### src/rtl/stg_pkg.sv
// -----------------------------------------------------------------------------
// stg_pkg
// Shared types and constants for the STG core player logic.
//   life_state_t   : player life-cycle FSM state encoding
//   PLAYER_START_* : player reload position used on respawn
//   LIVES_W        : width of the remaining-lives count
//   clog2_min1     : $clog2 clamped to at least one bit for counter widths
// -----------------------------------------------------------------------------
package stg_pkg;

    localparam int PLAYER_START_X = 192;
    localparam int PLAYER_START_Y = 400;
    localparam int LIVES_W        = 3;

    typedef enum logic [2:0] {
        ST_ALIVE     = 3'd0,
        ST_HIT       = 3'd1,
        ST_RESPAWN   = 3'd2,
        ST_INVULN    = 3'd3,
        ST_GAME_OVER = 3'd4
    } life_state_t;

    // Counter width for a range of v values; never returns 0 so a degenerate
    // parameter still yields a legal vector.
    function automatic int unsigned clog2_min1(input int unsigned v);
        return (v <= 2) ? 1 : $clog2(v);
    endfunction

endpackage

### src/rtl/tick_gen.sv
// -----------------------------------------------------------------------------
// tick_gen
// Free-running divider: counts 0..DIV-1 and wraps, raising tick_o for the one
// cycle in which the count equals DIV-1 (period of exactly DIV clk cycles).
// Ports:
//   clk_i   system clock
//   rst_i   asynchronous active-high reset (count returns to 0)
//   tick_o  one-cycle tick
// -----------------------------------------------------------------------------
module tick_gen
    import stg_pkg::*;
#(
    parameter int unsigned DIV = 2000000
) (
    input  logic clk_i,
    input  logic rst_i,
    output logic tick_o
);

    localparam int unsigned      CNT_W    = clog2_min1(DIV);
    localparam logic [CNT_W-1:0] CNT_LAST = CNT_W'(DIV - 1);

    logic [CNT_W-1:0] cnt_q;
    logic [CNT_W-1:0] cnt_d;

    always_comb begin
        cnt_d = (cnt_q == CNT_LAST) ? '0 : cnt_q + 1'b1;
    end

    always_ff @(posedge clk_i or posedge rst_i) begin
        if (rst_i) begin
            cnt_q <= '0;
        end else begin
            cnt_q <= cnt_d;
        end
    end

    assign tick_o = (cnt_q == CNT_LAST);

endmodule

### src/rtl/player_life_ctrl.sv
// -----------------------------------------------------------------------------
// player_life_ctrl
// Player ship life-cycle sequencer: normal play, hit, respawn, post-respawn
// invulnerability and game over. Owns the movement tick divider.
//
// Ports:
//   clk_i            system clock
//   reset_i          asynchronous active-high reset
//   collision_i      player overlaps a hazard this cycle (level)
//   restart_i        restart request, honoured only in GAME_OVER (level)
//   move_en_o        one-cycle pulse: player may step one pixel
//   respawn_o        one-cycle pulse: player reloads its start position
//   hit_sel_o        selects the hit sprite
//   sprite_visible_o gates player_on
//   invuln_o         collisions are being ignored
//   lives_o          remaining lives
//   game_over_o      high in GAME_OVER
//
// Build option: define PLAYER_BLINK_EN to blink the sprite during INVULN,
// toggling every BLINK_TICKS ticks. Without it the blink counter is absent.
//
// state      | meaning
// -----------+------------------------------------------------------------
// ALIVE      | normal play, a collision costs a life
// HIT        | hit sprite shown, movement frozen for HIT_TICKS ticks
// RESPAWN    | single cycle, player reloads start position
// INVULN     | INVULN_TICKS ticks of play with collisions ignored
// GAME_OVER  | no lives left, waiting for restart
// -----------------------------------------------------------------------------
module player_life_ctrl
    import stg_pkg::*;
#(
    parameter int unsigned TICK_DIV     = 2000000,
    parameter int unsigned HIT_TICKS    = 30,
    parameter int unsigned INVULN_TICKS = 120,
    parameter int unsigned BLINK_TICKS  = 8,
    parameter int unsigned LIVES_INIT   = 3
) (
    input  logic               clk_i,
    input  logic               reset_i,
    input  logic               collision_i,
    input  logic               restart_i,
    output logic               move_en_o,
    output logic               respawn_o,
    output logic               hit_sel_o,
    output logic               sprite_visible_o,
    output logic               invuln_o,
    output logic [LIVES_W-1:0] lives_o,
    output logic               game_over_o
);

    if (LIVES_INIT < 1 || LIVES_INIT > 7 || HIT_TICKS < 1 || INVULN_TICKS < 1
        || BLINK_TICKS < 1) begin : g_bad_params
        $error("player_life_ctrl: illegal parameter value");
    end

    localparam int unsigned TMR_MAX = (HIT_TICKS > INVULN_TICKS) ? HIT_TICKS : INVULN_TICKS;
    localparam int unsigned TMR_W   = clog2_min1(TMR_MAX);

    localparam logic [TMR_W-1:0]   HIT_LAST  = TMR_W'(HIT_TICKS - 1);
    localparam logic [TMR_W-1:0]   INV_LAST  = TMR_W'(INVULN_TICKS - 1);
    localparam logic [LIVES_W-1:0] LIVES_RST = LIVES_W'(LIVES_INIT);

    logic tick;

    tick_gen #(
        .DIV (TICK_DIV)
    ) u_tick_gen (
        .clk_i  (clk_i),
        .rst_i  (reset_i),
        .tick_o (tick)
    );

    life_state_t        state_q, state_d;
    logic [TMR_W-1:0]   timer_q, timer_d;
    logic [LIVES_W-1:0] lives_q, lives_d;

    logic move_en_q, move_en_d;
    logic respawn_q, respawn_d;
    logic hit_sel_q, hit_sel_d;
    logic invuln_q, invuln_d;
    logic game_over_q, game_over_d;
    logic sprite_visible_q, sprite_visible_d;

`ifdef PLAYER_BLINK_EN
    localparam int unsigned      BLK_W      = clog2_min1(BLINK_TICKS);
    localparam logic [BLK_W-1:0] BLINK_LAST = BLK_W'(BLINK_TICKS - 1);

    logic [BLK_W-1:0] blink_cnt_q, blink_cnt_d;
`endif

    // State register, timer and lives.
    always_ff @(posedge clk_i or posedge reset_i) begin
        if (reset_i) begin
            state_q <= ST_ALIVE;
            timer_q <= '0;
            lives_q <= LIVES_RST;
        end else begin
            state_q <= state_d;
            timer_q <= timer_d;
            lives_q <= lives_d;
        end
    end

    // Next-state logic. Collisions are only acted on in ALIVE.
    always_comb begin
        state_d = state_q;
        timer_d = timer_q;
        lives_d = lives_q;
        case (state_q)
            ST_ALIVE: begin
                if (collision_i) begin
                    state_d = ST_HIT;
                    timer_d = '0;
                    lives_d = (lives_q == '0) ? '0 : lives_q - 1'b1;
                end
            end
            ST_HIT: begin
                if (tick) begin
                    if (timer_q == HIT_LAST) begin
                        state_d = (lives_q == '0) ? ST_GAME_OVER : ST_RESPAWN;
                    end else begin
                        timer_d = timer_q + 1'b1;
                    end
                end
            end
            ST_RESPAWN: begin
                state_d = ST_INVULN;
                timer_d = '0;
            end
            ST_INVULN: begin
                if (tick) begin
                    if (timer_q == INV_LAST) begin
                        state_d = ST_ALIVE;
                    end else begin
                        timer_d = timer_q + 1'b1;
                    end
                end
            end
            ST_GAME_OVER: begin
                if (restart_i) begin
                    state_d = ST_RESPAWN;
                    lives_d = LIVES_RST;
                end
            end
            default: begin
                state_d = ST_ALIVE;
            end
        endcase
    end

    // Output decode from the next state so every flag is registered and
    // aligned with the state it describes.
    always_comb begin
        hit_sel_d   = (state_d == ST_HIT);
        invuln_d    = (state_d == ST_RESPAWN) || (state_d == ST_INVULN);
        game_over_d = (state_d == ST_GAME_OVER);
        respawn_d   = (state_d == ST_RESPAWN);
        // A tick that coincides with a fresh hit does not move the player.
        move_en_d   = tick && (((state_q == ST_ALIVE) && !collision_i)
                               || (state_q == ST_INVULN));
`ifdef PLAYER_BLINK_EN
        blink_cnt_d      = blink_cnt_q;
        sprite_visible_d = (state_d != ST_GAME_OVER);
        if (state_d == ST_INVULN) begin
            if (state_q != ST_INVULN) begin
                blink_cnt_d      = '0;
                sprite_visible_d = 1'b1;
            end else if (tick && (blink_cnt_q == BLINK_LAST)) begin
                blink_cnt_d      = '0;
                sprite_visible_d = !sprite_visible_q;
            end else if (tick) begin
                blink_cnt_d      = blink_cnt_q + 1'b1;
                sprite_visible_d = sprite_visible_q;
            end else begin
                sprite_visible_d = sprite_visible_q;
            end
        end
`else
        sprite_visible_d = (state_d != ST_GAME_OVER);
`endif
    end

    always_ff @(posedge clk_i or posedge reset_i) begin
        if (reset_i) begin
            move_en_q        <= 1'b0;
            respawn_q        <= 1'b0;
            hit_sel_q        <= 1'b0;
            invuln_q         <= 1'b0;
            game_over_q      <= 1'b0;
            sprite_visible_q <= 1'b1;
`ifdef PLAYER_BLINK_EN
            blink_cnt_q      <= '0;
`endif
        end else begin
            move_en_q        <= move_en_d;
            respawn_q        <= respawn_d;
            hit_sel_q        <= hit_sel_d;
            invuln_q         <= invuln_d;
            game_over_q      <= game_over_d;
            sprite_visible_q <= sprite_visible_d;
`ifdef PLAYER_BLINK_EN
            blink_cnt_q      <= blink_cnt_d;
`endif
        end
    end

    assign move_en_o        = move_en_q;
    assign respawn_o        = respawn_q;
    assign hit_sel_o        = hit_sel_q;
    assign invuln_o         = invuln_q;
    assign game_over_o      = game_over_q;
    assign sprite_visible_o = sprite_visible_q;
    assign lives_o          = lives_q;

endmodule

### config.mk
export PLATFORM = sky130hd
export DESIGN_NAME = player_life_ctrl
export DESIGN_NICKNAME = d
export VERILOG_FILES = /design/src/rtl/stg_pkg.sv /design/src/rtl/tick_gen.sv /design/src/rtl/player_life_ctrl.sv
export SDC_FILE = /design/constraint.sdc
export NUM_CORES = 1
export LEC_CHECK = 0
export ABC_AREA = 1
export CAP_MARGIN = 20
export CORE_MARGIN = 2
export CORE_UTILIZATION = 40
export CTS_BUF_LIST = sky130_fd_sc_hd__clkbuf_2 sky130_fd_sc_hd__clkbuf_4 sky130_fd_sc_hd__clkbuf_8
export CTS_CLUSTER_DIAMETER = 200
export CTS_CLUSTER_SIZE = 28
export DETAILED_ROUTE_END_ITERATION = 7
export DONT_BUFFER_PORTS = 1
export PLACE_DENSITY_LB_ADDON = 0.15
export SETUP_SLACK_MARGIN = 0.4
export SLEW_MARGIN = 10
export SYNTH_ARGS = -nofsm -noshare
export SYNTH_HDL_FRONTEND = slang
export SYNTH_HIERARCHICAL = 1
export SYNTH_SLANG_ARGS = --single-unit
### constraint.sdc
create_clock -name clk_i -period 2.2 [get_ports clk_i]
set_input_delay 0 -clock clk_i [delete_from_list [all_inputs] [get_ports clk_i]]
set_output_delay 0 -clock clk_i [all_outputs]
set_load 0.05 [all_outputs]
==> results.toml <==
[global_route]
grtUsageTotal_pct = 17.9
grt_pass1_vias = 2040
antenna_found_initial = 0
grt_pass1_wl_mm = 9.24
overflow = 0
grt_max_degree = 22

[detailed_routing]
ant_nets = 0
avgRoutedWirePerCell_um = 12.1
drt_first_pass_iters = 4
drt_iter0_drc = 100
drc_errors = 0
wl_mm = 5.17
viasPerCell = 4.88
vias = 2090

[pwr]
leakage_nw = 1.37
intPower_mw = 0.998
p_switching_mw = 0.311
power_frac_comb_pct = 1.8
ir_drop_uv = 304
switching_share_pct = 23.8
clkPwrFrac_pct = 41.1
seq_power_share_pct = 57.1
p_per_area_mw_per_mm2 = 466

[placement]
post_dp_cell_area_mm2 = 0.00251
port_buffers = 0
dp_cells = 403
place.gp.congestion = 0.845
dp_hpwl_mm = 3.73

[worst_setup_path]
worstPathArrival_ns = 1.90
critical_path_required_ns = 2.45
cp-start-kind = "register"
worstSetupPathType = "register to register"
worst_setup_path_end_kind = "register"
crit_fanout = 6

[sta]
final_hold_viol_count = 0
tightestPinTransition_ns = 0.789
tns_ns = 0
slew_headroom_pct = 47.3
max_freq_mhz = 603
fin_crit_ns = 1.66
report.final.slew_viol_count = 0
rsz0062_at_grt = "false"
skew_ns = 0.00660
fin_crit_sh_pct = 75.3
setup_violations = 0

[clocking]
clk_path_buf_depth = 2
h-tree-depth = 2
cts_buffers = 5
insertion_delay_ns = 0.30
cts_tree = "done"
cts_root_buf = "clkbuf_8"
cts_sinks = 40
clk_pin_slew_ns = 0.09

[die]
die_h_um = 81.8
ios = 13
core_area_mm2 = 0.00589
initial_utilization_pct = 41.1
die_w_um = 81.8
die-area_mm2 = 0.00669
placementRows = 28

[finish]
nNetsFinal = 359
stdcell_area_mm2 = 0.00281
diodes = 0
drive_gt1_share_pct = 22.1
syn_to_final_growth_pct = 16.2
layout.cells.non_filler = 428

[synthesis]
seq_area_frac_synth_pct = 41.5
yosysUniqueCellTypes = 32
synth_cells = 329
synth_fp_nets = 336
synth-seq-cells = 40
syn_area_per_cell_um2 = 7.36
netlist_area_mm2 = 0.00242
yosys_warnings = 6

[run]
max_cap_viol_count = 0

[worst_hold_path]
hp-class = "input port to register"

[outcome]
status = "complete, no violations"
[worst paths after layout]
check | start | to | slack [ns] | cells past startpoint
min | collision_i | timer_q[4] | 0.02 | 4
min reg2reg | timer_q[6] | timer_q[6] | 0.51 | 2
max reg2reg | u_tick_gen/cnt_q[11] | timer_q[6] | 0.54 | 11
max | u_tick_gen/cnt_q[11] | timer_q[6] | 0.54 | 11
max in group asynchronous | reset_i | u_tick_gen/cnt_q[13] | 1.35 | 2
min in group asynchronous | reset_i | timer_q[0] | 0.28 | 2
[critical path, cell delays in order, from the launching register on]
cell and delay [ns]:
dfrtp_2 0.46, nor2_2 0.11, nand3_1 0.07, nor2_1 0.14, nand3_2 0.13, inv_4 0.11, inv_4 0.05, a31oi_4 0.18
nand3_2 0.11, nor2_4 0.14, nand2_1 0.07, nand2_1 0.06
[flip-flops by register name (all words and copies together) (netlist names)]
name	count
lives_o	3
respawn_o	1
hit_sel_o	1
move_en_o	1
game_over_o	1
state_q	3
u_tick_gen/cnt_q	21
timer_q	7
invuln_o	1
sprite_visible_o	1
[cell usage in the layout (no fill, tap or decap), types with 4 or more instances in the layout]
| cell type | netlist | layout |
|---|---|---|
| clkbuf_8 | 0 | 6 |
| nor2_4 | 6 | 6 |
| xor2_1 | 9 | 9 |
| nor2_1 | 48 | 45 |
| nor2_2 | 7 | 10 |
| o21ai_1 | 4 | 4 |
| nand3_1 | 26 | 26 |
| nand2_1 | 79 | 77 |
| nand4_1 | 7 | 7 |
| nand3_2 | 4 | 4 |
| inv_1 | 52 | 50 |
| a21oi_1 | 7 | 7 |
| buf_4 | 0 | 16 |
| dfrtp_2 | 0 | 8 |
| dfrtp_1 | 37 | 29 |
| o21ai_0 | 6 | 6 |
| nand2_2 | 6 | 7 |
[synthesized netlist by cell type (all sizes together)]
cell type	n	area, um2
a21oi	8	43.8
a31oi	2	12.5
and2	1	6.26
buf	3	15.0
dfrtp	37	926
dfstp	3	78.8
ha	3	37.5
inv	54	203
nand2	86	345
nand3	31	188
nand4	7	43.8
nor2	61	292
nor3	4	25.0
o21a	1	7.51
o21ai	13	76.3
o21bai	1	7.51
o22ai	1	6.26
or2	3	18.8
xnor2	1	8.76
xor2	9	78.8
[kinds of logic (layout without fill, tap and decap cells)]
family          count (synthesis)  in the layout  synth area share [%]
simple gates                  193            193                  38.0
fa+ha+maj                       3              3                  1.55
buf+inv                        57             81                  9.00
xor+xnor                       10             10                  3.62
flops                          40             40                  41.5
compound gates                 26             26                  6.36
[through the flow]
step / total power, mW / utilization (%) / hold slack [ns] / setup WS, ns
floorplan: 0.776 / - / -0.0511 / 0.468
global placement: 0.782 / 42.7 / 0.0598 / 0.411
detailed placement: 0.782 / 42.7 / 0.0559 / 0.337
CTS: 1.33 / 46.0 / 0.0267 / 0.417
global route: 1.37 / 47.8 / 0.0390 / 0.392
finish: 1.31 / 47.8 / 0.0233 / 0.543
[final cells by class]
type                    count  area [um2]
repair buffers             19         150
fillers                   597        3070
well taps                  75        93.8
clock buffers               6        82.6
inverters                  54         208
multi-input cells         232        1250
clock inverters             2        15.0
flip-flops and latches     40        1010
[power by group through the flow]
| stage | logic, mW | clock network, mW | registers [mW] |
|---|---|---|---|
| floorplan | 0.0149 | 0 | 0.761 |
| global placement | 0.0199 | 0 | 0.762 |
| detailed placement | 0.0201 | 0 | 0.762 |
| CTS | 0.0251 | 0.562 | 0.748 |
| global route | 0.0285 | 0.594 | 0.748 |
| finish | 0.0231 | 0.539 | 0.747 |
[repair_timing]
action,in CTS,in global routing
setup buffers,5,9
hold buffers,3,0
gates cloned,0,0
endpoints found under the setup margin,7,7
hold endpoints to repair,44,0
resized for setup,7,16
pin swaps,7,8
[metal layers]
metal	track usage, %	up-vias	wire [um]
met4	7.67	0	116
li1	-	1070	-
met2	30.1	36	2540
met5	0	-	0
met3	3.52	11	167
met1	22.5	973	2350
No activity file was read; power rests on OpenSTA's default activity.
